--- config.mk ---
export PLATFORM = sky130hd
export DESIGN_NAME = softmax_channel_scanner
export DESIGN_NICKNAME = d
export VERILOG_FILES = /design/src/rtl/softmax_channel_scanner.sv
export SDC_FILE = /design/constraint.sdc
export NUM_CORES = 2
export LEC_CHECK = 0
export ABC_CLOCK_PERIOD_IN_PS = 65900
export CELL_PAD_IN_SITES_DETAIL_PLACEMENT = 0
export CELL_PAD_IN_SITES_GLOBAL_PLACEMENT = 1
export CORE_AREA = 2 2 644 646
export CTS_CLUSTER_SIZE = 40
export DETAILED_ROUTE_END_ITERATION = 10
export DIE_AREA = 0 0 646 648
export GPL_TIMING_DRIVEN = 1
export PLACE_DENSITY = 0.37
export SYNTH_ARGS = -nofsm -noshare
export SYNTH_HDL_FRONTEND = slang
export SYNTH_SLANG_ARGS = --single-unit
--- constraint.sdc ---
create_clock -name clk -period 65.9 [get_ports clk]
set_input_delay 13.18 -clock clk [delete_from_list [all_inputs] [get_ports clk]]
set_output_delay 13.18 -clock clk [all_outputs]
set_load 0.1 [all_outputs]
--- src/rtl/softmax_channel_scanner.sv ---
// softmax_channel_scanner: snapshots NUM_CH channels on start and streams them out
// one per accepted beat; SCANNER_MAX_TRACK_EN adds a signed running max.
module softmax_channel_scanner #(
    parameter int DATA_WIDTH = 16,
    parameter int NUM_CH     = 100,
    parameter int IDX_W      = $clog2(NUM_CH + 1)
) (
    input  logic                         clk,
    input  logic                         rst,
    input  logic                         start,
    input  logic [NUM_CH*DATA_WIDTH-1:0] in_bus,
    output logic                         busy,
    output logic                         out_valid,
    input  logic                         out_ready,
    output logic [DATA_WIDTH-1:0]        out_data,
    output logic [IDX_W-1:0]             out_idx,
    output logic                         out_last,
    output logic                         done,
    output logic [DATA_WIDTH-1:0]        max_out,
    output logic                         max_valid
);

    typedef enum logic {
        IDLE,
        STREAM
    } state_t;

    localparam logic [IDX_W-1:0] LAST_IDX = IDX_W'(NUM_CH);
    localparam logic [IDX_W-1:0] FIRST_IDX = IDX_W'(1);

    state_t                       state;
    logic [NUM_CH*DATA_WIDTH-1:0] snap;
    logic [IDX_W-1:0]             next_idx;
    logic                         load;
    logic                         xfer;

    assign load     = (state == IDLE) && start;
    assign xfer     = out_valid && out_ready;
    assign next_idx = out_idx + 1'b1;

    // Snapshot keeps in_bus layout so channel k sits at [k*DATA_WIDTH-1 -: DATA_WIDTH].
    always_ff @(posedge clk) begin
        if (load) begin
            snap <= in_bus;
        end
    end

    always_ff @(posedge clk) begin
        if (rst) begin
            state     <= IDLE;
            busy      <= 1'b0;
            out_valid <= 1'b0;
            out_data  <= '0;
            out_idx   <= '0;
            out_last  <= 1'b0;
            done      <= 1'b0;
        end else begin
            done <= 1'b0;
            unique case (state)
                IDLE: begin
                    if (start) begin
                        state     <= STREAM;
                        busy      <= 1'b1;
                        out_valid <= 1'b1;
                        out_idx   <= FIRST_IDX;
                        out_data  <= in_bus[DATA_WIDTH-1:0];
                        out_last  <= (NUM_CH == 1);
                    end
                end
                STREAM: begin
                    if (xfer) begin
                        if (out_last) begin
                            state     <= IDLE;
                            busy      <= 1'b0;
                            out_valid <= 1'b0;
                            out_data  <= '0;
                            out_idx   <= '0;
                            out_last  <= 1'b0;
                            done      <= 1'b1;
                        end else begin
                            out_idx  <= next_idx;
                            out_data <= snap[int'(next_idx)*DATA_WIDTH-1 -: DATA_WIDTH];
                            out_last <= (next_idx == LAST_IDX);
                        end
                    end
                end
                default: state <= IDLE;
            endcase
        end
    end

`ifdef SCANNER_MAX_TRACK_EN
    // Beat 1 seeds the max, so a stale value from the previous scan never leaks in.
    always_ff @(posedge clk) begin
        if (rst) begin
            max_out   <= '0;
            max_valid <= 1'b0;
        end else begin
            max_valid <= xfer && out_last;
            if (xfer && ((out_idx == FIRST_IDX) ||
                         ($signed(out_data) > $signed(max_out)))) begin
                max_out <= out_data;
            end
        end
    end
`else
    assign max_out   = '0;
    assign max_valid = 1'b0;
`endif

endmodule

# Word level (Yosys, flattened, before mapping)
# Index checks and enable logic that the tools add are counted.
[op_classes]
n_shift = 1
mux = 21
n_eq_ne = 4
n_reduce_logical = 5
n_addsub = 2
bitwise_logic = 2
[ops]
columns = ["cell", "n"]
rows = [
  ["$shiftx A1615 B12 Y16", 1],
  ["$mux W16", 3],
  ["$pmux W16 S2", 1],
  ["$mux W7", 3],
  ["$pmux W7 S2", 1],
  ["$sub A11 B1 Y12 const B", 1],
  ["$mux W1", 10],
  ["$add A7 B1 Y7 const B", 1],
  ["$eq A7 B7 Y1 const B", 1],
  ["$pmux W1 S2", 3],
  ["$ne A2 B2 Y1 const B", 2],
  ["$reduce_and A3 Y1", 1],
  ["$reduce_or A3 Y1", 1],
  ["$logic_and A1 B1 Y1", 2],
  ["$ne A2 B1 Y1 const B", 1],
  ["$not A1 Y1", 2],
  ["$reduce_and A2 Y1", 1],
]
[word_totals]
inputBits = 1604
reg_bits = 1627
word_cells = 42
out_inout_bits = 44

# Depth between registers and ports, before layout
[logic_depth]
depth_word = 6
ltp_mapped = 14
depth_no_buf = 9

# Least setup slack after synthesis
# OpenSTA, ideal clock, no wires.
[synth_path]
path_type = "input-to-reg"
startpoint = "input port start"
endpoint = "register out_data[1]"
setup_ns = 0.086
t_required_ns = 65.814
slack_ns = 15.633
path_stages = 6
arrival_time_ns = 50.181
path_buffers = 0
cell_sequence = "nand2b_1 > inv_1 > nor2_1 > nor2_1 > o21ai_0 > a211oi_1"
[synth_between]
elab_chain_len = 2
[synth_rtl]
columns = ["item", "line", "source"]
rows = [
  ["start, declared", "10", "input logic start,"],
  ["$ne A2 B2 Y1 (no line)", "-", ""],
  ["$reduce_and A2 Y1 (no line)", "-", ""],
  ["end signal, assigned", "66", "out_data <= in_bus[DATA_WIDTH-1:0];"],
  ["end signal, assigned", "82", "out_data <= snap[int'(next_idx)*DATA_WIDTH-1 -: DATA_WIDTH];"],
  ["end, declared", "15", "output logic [DATA_WIDTH-1:0] out_data,"],
]
# Every way passes these cells.
# A chain may end at the register's enable or synchronous reset.

# Worst setup path in the final report
[layout_path]
startpoint = "input port start"
endpoint = "register snap[1009], enable pin"
[layout_between]
elab_chain_len = 1
[layout_rtl]
columns = ["item", "line", "source"]
rows = [
  ["$logic_and A1 B1 Y1", "37", "assign load = (state == IDLE) && start;"],
  ["via load", "34", "logic load;"],
  ["end signal, assigned", "44", "snap <= in_bus;"],
  ["end, declared", "32", "logic [NUM_CH*DATA_WIDTH-1:0] snap;"],
]
# The timed path passes the listed nets, and every way through them passes these cells.

==> impl_metrics.json <==
{
  "status": "finished clean",
  "coreArea_sq_mm": 0.412,
  "clockBufferDepth": 4,
  "wire_per_inst_um": 32.5,
  "antenna_found_initial": 373,
  "cp.required_ns": 66.42,
  "grt_max_degree": 168,
  "numPlacedInstances": 9824,
  "ys_top_cells_by_area": "edfxtp_1 76%, mux4_2 16%, dfxtp_1 0.86%",
  "p_sw_share_pct": 25.3,
  "synth_top_area_share_pct": 76.2,
  "cts_made_buffers": 205,
  "critPathMaxFanout": 86,
  "synth_flop_cell": "edfxtp_1",
  "grt_pass1_wl_mm": 418,
  "finalSetupViolations": 0,
  "clkPwrFrac_pct": 41.9,
  "max_freq_ghz": 0.0557,
  "grt_pass1_vias": 39600,
  "worstMarginPinSlew_ns": 1.13,
  "fp.dieArea_sq_mm": 0.419,
  "synth_edf_count": 1600,
  "routed_wl_mm": 335,
  "ys_ff_latch": 1627,
  "rows": 236,
  "grt_use_total_pct": 15.4,
  "cp-end-kind": "flop",
  "postSynthCellCount": 2783,
  "whs_ns": 0.498,
  "portBuffers": 1630,
  "crit_path_start_kind": "input port",
  "via_per_inst": 3.62,
  "clock_skew_ns": 0.0606,
  "slew_violations": 0,
  "dp_hpwl_mm": 265,
  "via_count": 37300,
  "cts.repair.resized": 0,
  "synth_cell_types": 82,
  "ant_nets": 0,
  "crit_arrival_ns": 18.48,
  "initial_utilization_pct": 15.3,
  "firstDrtPassIters": 5,
  "synth.avg_cell_area_sq_um": 22.6,
  "gp_congestion": 0.784,
  "path_clk_slew_ns": 0.06,
  "pwr_density_cell_mw_per_mm2": 29.1,
  "drv_cap": 0,
  "path_class": "in2reg",
  "power_mw": 2.71,
  "finalCritPeriodShare_pct": 27.3,
  "synthToLayoutAreaGrowth_pct": 47.5,
  "clk_latency_ns": 0.92,
  "hold_depth": 2,
  "die_w_um": 646,
  "ir_worst_vdd_mv": 0.0208,
  "placed_cell_area_sq_mm": 0.0861,
  "yosysSeqAreaShare_pct": 77.1,
  "period_needed_ns": 17.96,
  "fin_setup_tns_ns": 0,
  "num-nets-final": 6163,
  "hp-class": "reg2reg",
  "async_reset_ff_share_pct": 0,
  "combPwrFrac_pct": 12.8,
  "num_io_pins": 1648,
  "slew_headroom_pct": 24.4,
  "switchingPower_mw": 0.685,
  "netlist_area_sq_mm": 0.0630,
  "cts_root_buffer": "clkbuf_16",
  "grt.overflow.total": 0,
  "cts_tree": "built",
  "drt_iter0_markers": 2755,
  "die_h_um": 648,
  "ys.warnings.count": 0,
  "leakage_nw": 29.3,
  "cts.sink_count": 1627,
  "hold_viol": 0,
  "cts_hold_buf": 0,
  "rr_worst_depth": 9,
  "final_area_sq_mm": 0.0930,
  "postCtsSetupBuffers": 0,
  "p_seq_share_pct": 45.3,
  "drive_gt1_share_pct": 18.9,
  "internal_power_mw": 2.02,
  "synth_top_area_cell": "edfxtp_1",
  "final_cells": 10300,
  "rsz0062_at_grt": "false",
  "post-route-drc-count": 0,
  "htree_levels": 4
}
## area by class of cell
class / instances / area (sq um)
antenna: 117 / 293
inverter: 12 / 53.8
clock buffer: 250 / 5320
tap: 5474 / 6850
multi-input combinational: 991 / 13600
clock inverter: 116 / 1240
timing repair buffer: 1720 / 17000
sequential: 1627 / 48600
fill: 42900 / 319000
## routing by layer
metal | global-route usage, % | vias to the layer above | routed length (um) | share of wire (%)
li1 | - | 15600 | - | -
met4 | 7.21 | 170 | 13000 | 3.9
met2 | 27.2 | 1711 | 174000 | 52
met3 | 5.45 | 760 | 28100 | 8.4
met1 | 16.5 | 19100 | 120000 | 36
met5 | 0 | - | 1080 | 0.32
## power groups by stage
stage	clock network (mW)	registers [mW]	logic [mW]
3_3_place_gp	0	1.25	0.361
3_5_place_dp	0	1.25	0.361
6_report	1.13	1.23	0.346
5_1_grt	1.21	1.23	0.370
4_1_cts	1.18	1.23	0.363
2_1_floorplan	0	1.33	0.139
## path summary, 6_finish.rpt
path	from	end	slack, ns
max	start	snap[1009]	47.94
min	out_data[0]	out_data[0]	0.50
max reg2reg	out_idx[1]	out_data[13]	59.52
min reg2reg	out_data[0]	out_data[0]	0.50
## state kept, by name (all words and copies together) (netlist names)
register and count:
out_valid 1, out_idx 7, state 1, done 1, out_data 16, out_last 1
snap 1600
## placed cells by master, fill, tap and decap left out, types with 16 or more instances in the layout
cell and count:
nand3_1 27, dfxtp_1 24, clkdlybuf4s50_1 1604, and3_1 16
a211oi_1 23, edfxtp_1 1600, diode_2 117, clkinv_2 32
nor3_1 16, buf_4 102, nand2_1 84, clkinv_1 41
o21ai_0 43, mux2i_1 44, a21oi_1 39, bufinv_16 18
nor2_1 40, mux4_2 436, conb_1 17, clkbuf_16 206
clkbuf_1 44
## cells by family (layout without fill, tap and decap cells)
group,after synthesis,after routing,synth area share [%]
and+or+nand+nor,238,238,1.85
buffers and inverters,181,2098,1.68
AOI/OAI and AO/OA,229,229,2.54
adders and majority gates,2,2,0.0397
muxes,496,496,16.6
DFF,1627,1627,77.1
xor gates and xnor gates,9,9,0.232
other,1,134,0.00595
## worst max-delay path, stage by stage
cell and delay (ns):
clkdlybuf4s50_1 0.54, nand2b_2 0.28, inv_8 0.51, buf_4 0.67, buf_4 0.57, buf_4 0.83
buf_4 0.75, buf_4 0.82
## metrics by stage
stage	setup WS [ns]	util, %
2_1_floorplan	15.63	-
3_3_place_gp	47.07	20.9
3_5_place_dp	46.94	20.9
4_1_cts	47.96	22.5
5_1_grt	47.53	22.5
6_report	47.94	22.6
## cells in the mapped netlist (all sizes together) (5+ instances only)
master / instances
edfxtp: 1600
mux4: 436
buf: 127
nand2: 85
o21ai: 51
nor2: 47
mux2i: 46
clkbuf: 42
a21oi: 41
nand3: 28
dfxtp: 27
a211oi: 25
nor3: 18
and3: 16
a311oi: 14
mux2: 14
nor2b: 14
inv: 12
a31oi: 10
o22ai: 10
a2111oi: 9
o211ai: 8
a211o: 7
nand2b: 7
a221oi: 6
a32oi: 6
nand4: 5
xnor2: 5
No activity file was read; power rests on OpenSTA's default activity.
